[src/rtl/pipe_pkg.sv]
// Shared pipeline definitions: default widths, ALU flag bit positions,
// set-select encodings and the EX/MEM boundary state encoding.
package pipe_pkg;

  localparam int DEF_DATA_W = 16;
  localparam int DEF_REG_W  = 3;

  localparam int FLAG_ZERO = 0;
  localparam int FLAG_NEG  = 1;
  localparam int FLAG_COUT = 2;
  localparam int FLAG_OFL  = 3;

  typedef enum logic [1:0] {
    SEL_SEQ = 2'b00,
    SEL_SLT = 2'b01,
    SEL_SLE = 2'b10,
    SEL_SCO = 2'b11
  } setSelect_t;

  typedef enum logic [1:0] {
    ST_EMPTY = 2'd0,
    ST_ONE   = 2'd1,
    ST_TWO   = 2'd2
  } exMemState_t;

endpackage

[src/rtl/ex_mem_entry.sv]
// One EX/MEM bundle register. rst zeroes data and valid; clrEn only drops
// valid so the data fields keep their last value across bubbles.
module ex_mem_entry #(
  parameter int W = 8
) (
  input  logic         clk,
  input  logic         rst,
  input  logic         loadEn,
  input  logic         clrEn,
  input  logic [W-1:0] d,
  output logic [W-1:0] q,
  output logic         valid
);

  always_ff @(posedge clk) begin
    if (rst) begin
      q     <= '0;
      valid <= 1'b0;
    end else if (loadEn) begin
      q     <= d;
      valid <= 1'b1;
    end else if (clrEn) begin
      valid <= 1'b0;
    end
  end

endmodule

[src/rtl/ex_mem_skid_reg.sv]
// EX/MEM pipeline boundary register. With EXMEM_SKID_EN defined it is a
// two-entry skid buffer with a registered in_ready; otherwise a single entry
// whose in_ready is combinational from out_ready.
module ex_mem_skid_reg
  import pipe_pkg::*;
#(
  parameter int DATA_W = DEF_DATA_W,
  parameter int REG_W  = DEF_REG_W
) (
  input  logic              clk,
  input  logic              rst,
  input  logic              flush,
  input  logic              in_valid,
  output logic              in_ready,
  input  logic [DATA_W-1:0] in_alu_result,
  input  logic [DATA_W-1:0] in_store_data,
  input  logic [3:0]        in_alu_flags,
  input  logic [REG_W-1:0]  in_write_reg,
  input  logic [2:0]        in_set_select,
  input  logic              in_reg_write,
  input  logic              in_dmem_write,
  input  logic              in_dmem_en,
  input  logic              in_dmem_dump,
  input  logic              in_mem_to_reg,
  output logic              out_valid,
  input  logic              out_ready,
  output logic [DATA_W-1:0] out_alu_result,
  output logic [DATA_W-1:0] out_store_data,
  output logic [3:0]        out_alu_flags,
  output logic [REG_W-1:0]  out_write_reg,
  output logic [2:0]        out_set_select,
  output logic              out_reg_write,
  output logic              out_dmem_write,
  output logic              out_dmem_en,
  output logic              out_dmem_dump,
  output logic              out_mem_to_reg,
  output logic [1:0]        dbgState,
  output logic [1:0]        dbgOccupancy
);

  // Handshake: a transfer happens on a port in any cycle where its valid and
  // ready are both high; valid never waits on ready, and an offered bundle
  // is held stable by its producer until it transfers (or a flush kills it).

  localparam int BW = 2*DATA_W + REG_W + 12;

  exMemState_t stateQ, stateNext;
  logic [BW-1:0] inBundle, mainD, mainQ;
  logic mainLoad, mainClr, mainValid, skidValid;
  logic inXfer, outXfer;
  logic regWriteQ, dmemWriteQ, dmemEnQ, dmemDumpQ;

  assign inBundle = {in_alu_result, in_store_data, in_alu_flags, in_write_reg,
                     in_set_select, in_reg_write, in_dmem_write, in_dmem_en,
                     in_dmem_dump, in_mem_to_reg};

  assign out_valid = (stateQ != ST_EMPTY);
  assign outXfer   = out_valid & out_ready;
  assign inXfer    = in_valid & in_ready;

`ifdef EXMEM_SKID_EN
  logic [BW-1:0] skidQ;
  logic skidLoad, skidClr, inReadyQ;

  assign in_ready = inReadyQ;

  ex_mem_entry #(.W(BW)) uSkid (
    .clk    (clk),
    .rst    (rst),
    .loadEn (skidLoad),
    .clrEn  (skidClr),
    .d      (inBundle),
    .q      (skidQ),
    .valid  (skidValid)
  );
`else
  assign in_ready  = ~out_valid | out_ready;
  assign skidValid = 1'b0;
  assign mainD     = inBundle;
`endif

  ex_mem_entry #(.W(BW)) uMain (
    .clk    (clk),
    .rst    (rst),
    .loadEn (mainLoad),
    .clrEn  (mainClr),
    .d      (mainD),
    .q      (mainQ),
    .valid  (mainValid)
  );

  always_comb begin
    stateNext = stateQ;
    mainLoad  = 1'b0;
    mainClr   = 1'b0;
`ifdef EXMEM_SKID_EN
    skidLoad  = 1'b0;
    skidClr   = 1'b0;
    mainD     = inBundle;
`endif
    if (flush) begin
      // A bundle offered alongside the flush is dropped by not loading it.
      stateNext = ST_EMPTY;
      mainClr   = 1'b1;
`ifdef EXMEM_SKID_EN
      skidClr   = 1'b1;
`endif
    end else begin
      case (stateQ)
        ST_EMPTY: begin
          if (inXfer) begin
            stateNext = ST_ONE;
            mainLoad  = 1'b1;
          end
        end
        ST_ONE: begin
          if (inXfer && outXfer) begin
            mainLoad = 1'b1;
          end else if (outXfer) begin
            stateNext = ST_EMPTY;
            mainClr   = 1'b1;
`ifdef EXMEM_SKID_EN
          end else if (inXfer) begin
            stateNext = ST_TWO;
            skidLoad  = 1'b1;
`endif
          end
        end
`ifdef EXMEM_SKID_EN
        ST_TWO: begin
          if (outXfer) begin
            stateNext = ST_ONE;
            mainLoad  = 1'b1;
            mainD     = skidQ;
            skidClr   = 1'b1;
          end
        end
`endif
        default: stateNext = ST_EMPTY;
      endcase
    end
  end

  always_ff @(posedge clk) begin
    if (rst) begin
      stateQ   <= ST_EMPTY;
`ifdef EXMEM_SKID_EN
      inReadyQ <= 1'b1;
`endif
    end else begin
      stateQ   <= stateNext;
`ifdef EXMEM_SKID_EN
      inReadyQ <= (stateNext != ST_TWO);
`endif
    end
  end

  assign {out_alu_result, out_store_data, out_alu_flags, out_write_reg,
          out_set_select, regWriteQ, dmemWriteQ, dmemEnQ, dmemDumpQ,
          out_mem_to_reg} = mainQ;

  // Side-effecting strobes must never fire on a bubble.
  assign out_reg_write  = regWriteQ  & out_valid;
  assign out_dmem_write = dmemWriteQ & out_valid;
  assign out_dmem_en    = dmemEnQ    & out_valid;
  assign out_dmem_dump  = dmemDumpQ  & out_valid;

  assign dbgState     = stateQ;
  assign dbgOccupancy = {skidValid, mainValid};

endmodule

[config.mk]
export PLATFORM = sky130hd
export DESIGN_NAME = ex_mem_skid_reg
export DESIGN_NICKNAME = d
export VERILOG_FILES = /design/src/rtl/pipe_pkg.sv /design/src/rtl/ex_mem_entry.sv /design/src/rtl/ex_mem_skid_reg.sv
export SDC_FILE = /design/constraint.sdc
export NUM_CORES = 1
export LEC_CHECK = 0
export CAP_MARGIN = 0
export CELL_PAD_IN_SITES_DETAIL_PLACEMENT = 0
export CELL_PAD_IN_SITES_GLOBAL_PLACEMENT = 2
export CORE_MARGIN = 4
export CORE_UTILIZATION = 25
export CTS_BUF_LIST = sky130_fd_sc_hd__clkbuf_16
export DETAILED_ROUTE_END_ITERATION = 7
export GPL_ROUTABILITY_DRIVEN = 0
export PLACE_DENSITY = 0.77
export SYNTH_ARGS = -nofsm -noshare
export SYNTH_HDL_FRONTEND = slang
export SYNTH_SLANG_ARGS = --single-unit
[constraint.sdc]
create_clock -name clk -period 4.3 [get_ports clk]
set_clock_uncertainty 0.2 [all_clocks]
set_input_delay 0.43 -clock clk [delete_from_list [all_inputs] [get_ports clk]]
set_output_delay 0.43 -clock clk [all_outputs]
set_load 0.03 [all_outputs]
==> results.md <==
- Total power: 1.07 mW
- Via density: ~3.8
- Area growth syn-to-layout: 33.5%
- Critical path required time: 3670 ps
- Die area: 12,100 µm²
- Hold Path Depth: 2
- Cts hold-fix bufs: 0
- Pre-antenna DRT Iters: 4
- Worst Tran Pin Value: between 1000 and 1500 ps
- Row cnt: 36
- Final Instance Area: 3470 µm²
- Vias: 1,683
- RSZ-0062 raised after global routing: false
- Largest net degree at the start of global routing: 97
- Worst-path fanout max: 3
- N_diodes: 0
- Fillcell total: 1,026
- Fin crit period: 2420 ps
- Core area: 9950 µm²
- CTS tree: yes
- Total gr overflow: 0
- Finished Layout Cells: 448
- Post-Synthesis Cells: 264
- Drc violations: 0
- Mapped Avg Cell Area: 9.84 µm²
- Crit Reg-Reg Endpoint: uMain.q[21]
- CTS buffer count: 5
- P_leak: approximately 1.2 nW
- Synth Cell Area: roughly 2600 µm²
- CP Capture Type: output port
- All-Layer GR Usage: 0.0854
- Final net count: 366
- Endpoints failing hold: 0
- Placed Cells: 440
- Register Area: 981 µm²
- Placed inst area: 3330 µm²
- Max_cap viols: 0
- Slew headroom: 0.214
- I/O pin count: 105
- Starting density of the core: 0.261
- Sink Count: 49
- Vias in the first global route: 1,690
- Fmax: ~0.41 GHz
- Min-delay src: uMain.q[2]
- WP data arrival: 1790 ps
- WHS: 269 ps
- Critical path type: input pin to output port
- Die Y: approximately 110 µm
- Period utilization: 0.563
- Setup TNS: 0 ps
- CTS Buffer Depth: 2
- Layout cell share with drive strength beyond 1: 0.0317
- Clk root buf: clkbuf_16
- # H-tree levels: 2
- Post_cts resized: 0
- First-iteration detailed-routing DRC count: 61
- DR WL/cell: 11.6 µm
- Status: completed
- Post-CTS Setup Inserts: 0
- WL final: 5190 µm
- Clk_lat worst skew: 280 ps
- Final setup fails: 0
- CP startpoint kind: input pin
- Final setup margin: approximately 1900 ps
- Port Buffers: 102
- Antenna-violating nets left: 0
- Final core utilization: 0.348
- Reg clk slew, reported paths: roughly 60 ps
- Hold Path End: uMain.q[2]
- Synth Warn #: 0
- Footprint of the multi-input gates: 1150 µm²
- Overall die width: 110 µm
- DP HPWL: roughly 3500 µm
- Critical R2R Launch: dbgState[0]
- Worst vdd ir: 0.000148 V
- Setup crit start: out_ready
- Antenna violations before repair: 0
- Pins Over Slew Limit: 0
- Sequential area share after synthesis: 0.378
- FF-to-FF path depth: 4
- Yosys reg bits: 49
- Synth cell types: 15
- R2R Setup Slk: 2340 ps
- Hold WC Path Type: flip-flop to flip-flop
- Power Density: 310 nW/µm²
- First-pass GRT wire length: just over 8000 µm
- Setup WS pre-CTS: ~1800 ps
sequential cells by signal, indices dropped and copies added, names as in the netlist:
signal       cells
uMain.q         47
uMain.valid      1
dbgState         1
how the worst max path moves through the flow:
stage	to	slack, ps	depth (start not counted)
after floorplan	in_ready	2710	2
after global placement	uMain.q[24]	1840	5
after detailed placement	uMain.q[28]	1820	5
after CTS	in_ready	1870	4
after global routing	in_ready	1850	4
final	in_ready	1880	4
layout by cell type, fill, tap and decap left out, types with 2 or more instances in the layout:
| cell | synthesis | layout |
|---|---|---|
| and2_1 | 4 | 4 |
| clkinv_1 | 0 | 2 |
| nand2b_1 | 94 | 94 |
| clkdlybuf4s50_1 | 0 | 101 |
| nor2_1 | 2 | 2 |
| mux2i_1 | 48 | 48 |
| dfxtp_1 | 49 | 49 |
| conb_1 | 1 | 2 |
| clkbuf_16 | 0 | 5 |
critical path: stages:
cell	delay, ps
clkdlybuf4s50_1	540
nor2b_4	70
inv_1	70
clkdlybuf4s50_1	670
metal layers:
metal / global-route usage / vias up / wire length, µm
li1: - / 880 / -
met1: 0.112 / 742 / 2440
met2: 0.136 / 59 / 2310
met3: 0.0270 / 2 / 406
met4: 0.0214 / 0 / 24
met5: 0 / - / 0
synthesized netlist by cell type:
master,n,area (µm²)
nor2_1,2,7.51
a2111oi_0,1,8.76
clkbuf_1,10,37.5
inv_1,1,3.75
mux2i_1,48,480
nand2b_1,94,588
buf_12,3,60.1
buf_4,47,353
dfxtp_1,49,981
conb_1,1,3.75
nor2b_4,1,13.8
buf_6,1,11.3
nor3b_4,1,18.8
nor3_1,1,5.00
and2_1,4,25.0
layout make-up:
cell class                      count  share of cell area
Multi-Input combinational cell    154               0.333
Inverter                            1             0.00108
Clock buffer                        5              0.0361
Sequential cell                    49               0.283
Tap cell                          133              0.0480
Timing Repair Buffer              103               0.295
Clock inverter                      3             0.00361
cell families after synthesis:
family / share of synthesized area
muxes: 0.185
DFF: 0.378
buffers and inverters: 0.179
AOI/OAI and AO/OA: 0.00337
and+or+nand+nor: 0.253
other: 0.00144
power by group:
group          leakage [nW]  total [mW]  internal (mW)  switching, mW
Sequential            0.401       0.490          0.478         0.0128
Combinational         0.776       0.215          0.116         0.0990
Clock                0.0687       0.368          0.211          0.158
Total                  1.25        1.07          0.805          0.270
Power figures use the tool's default switching activity.
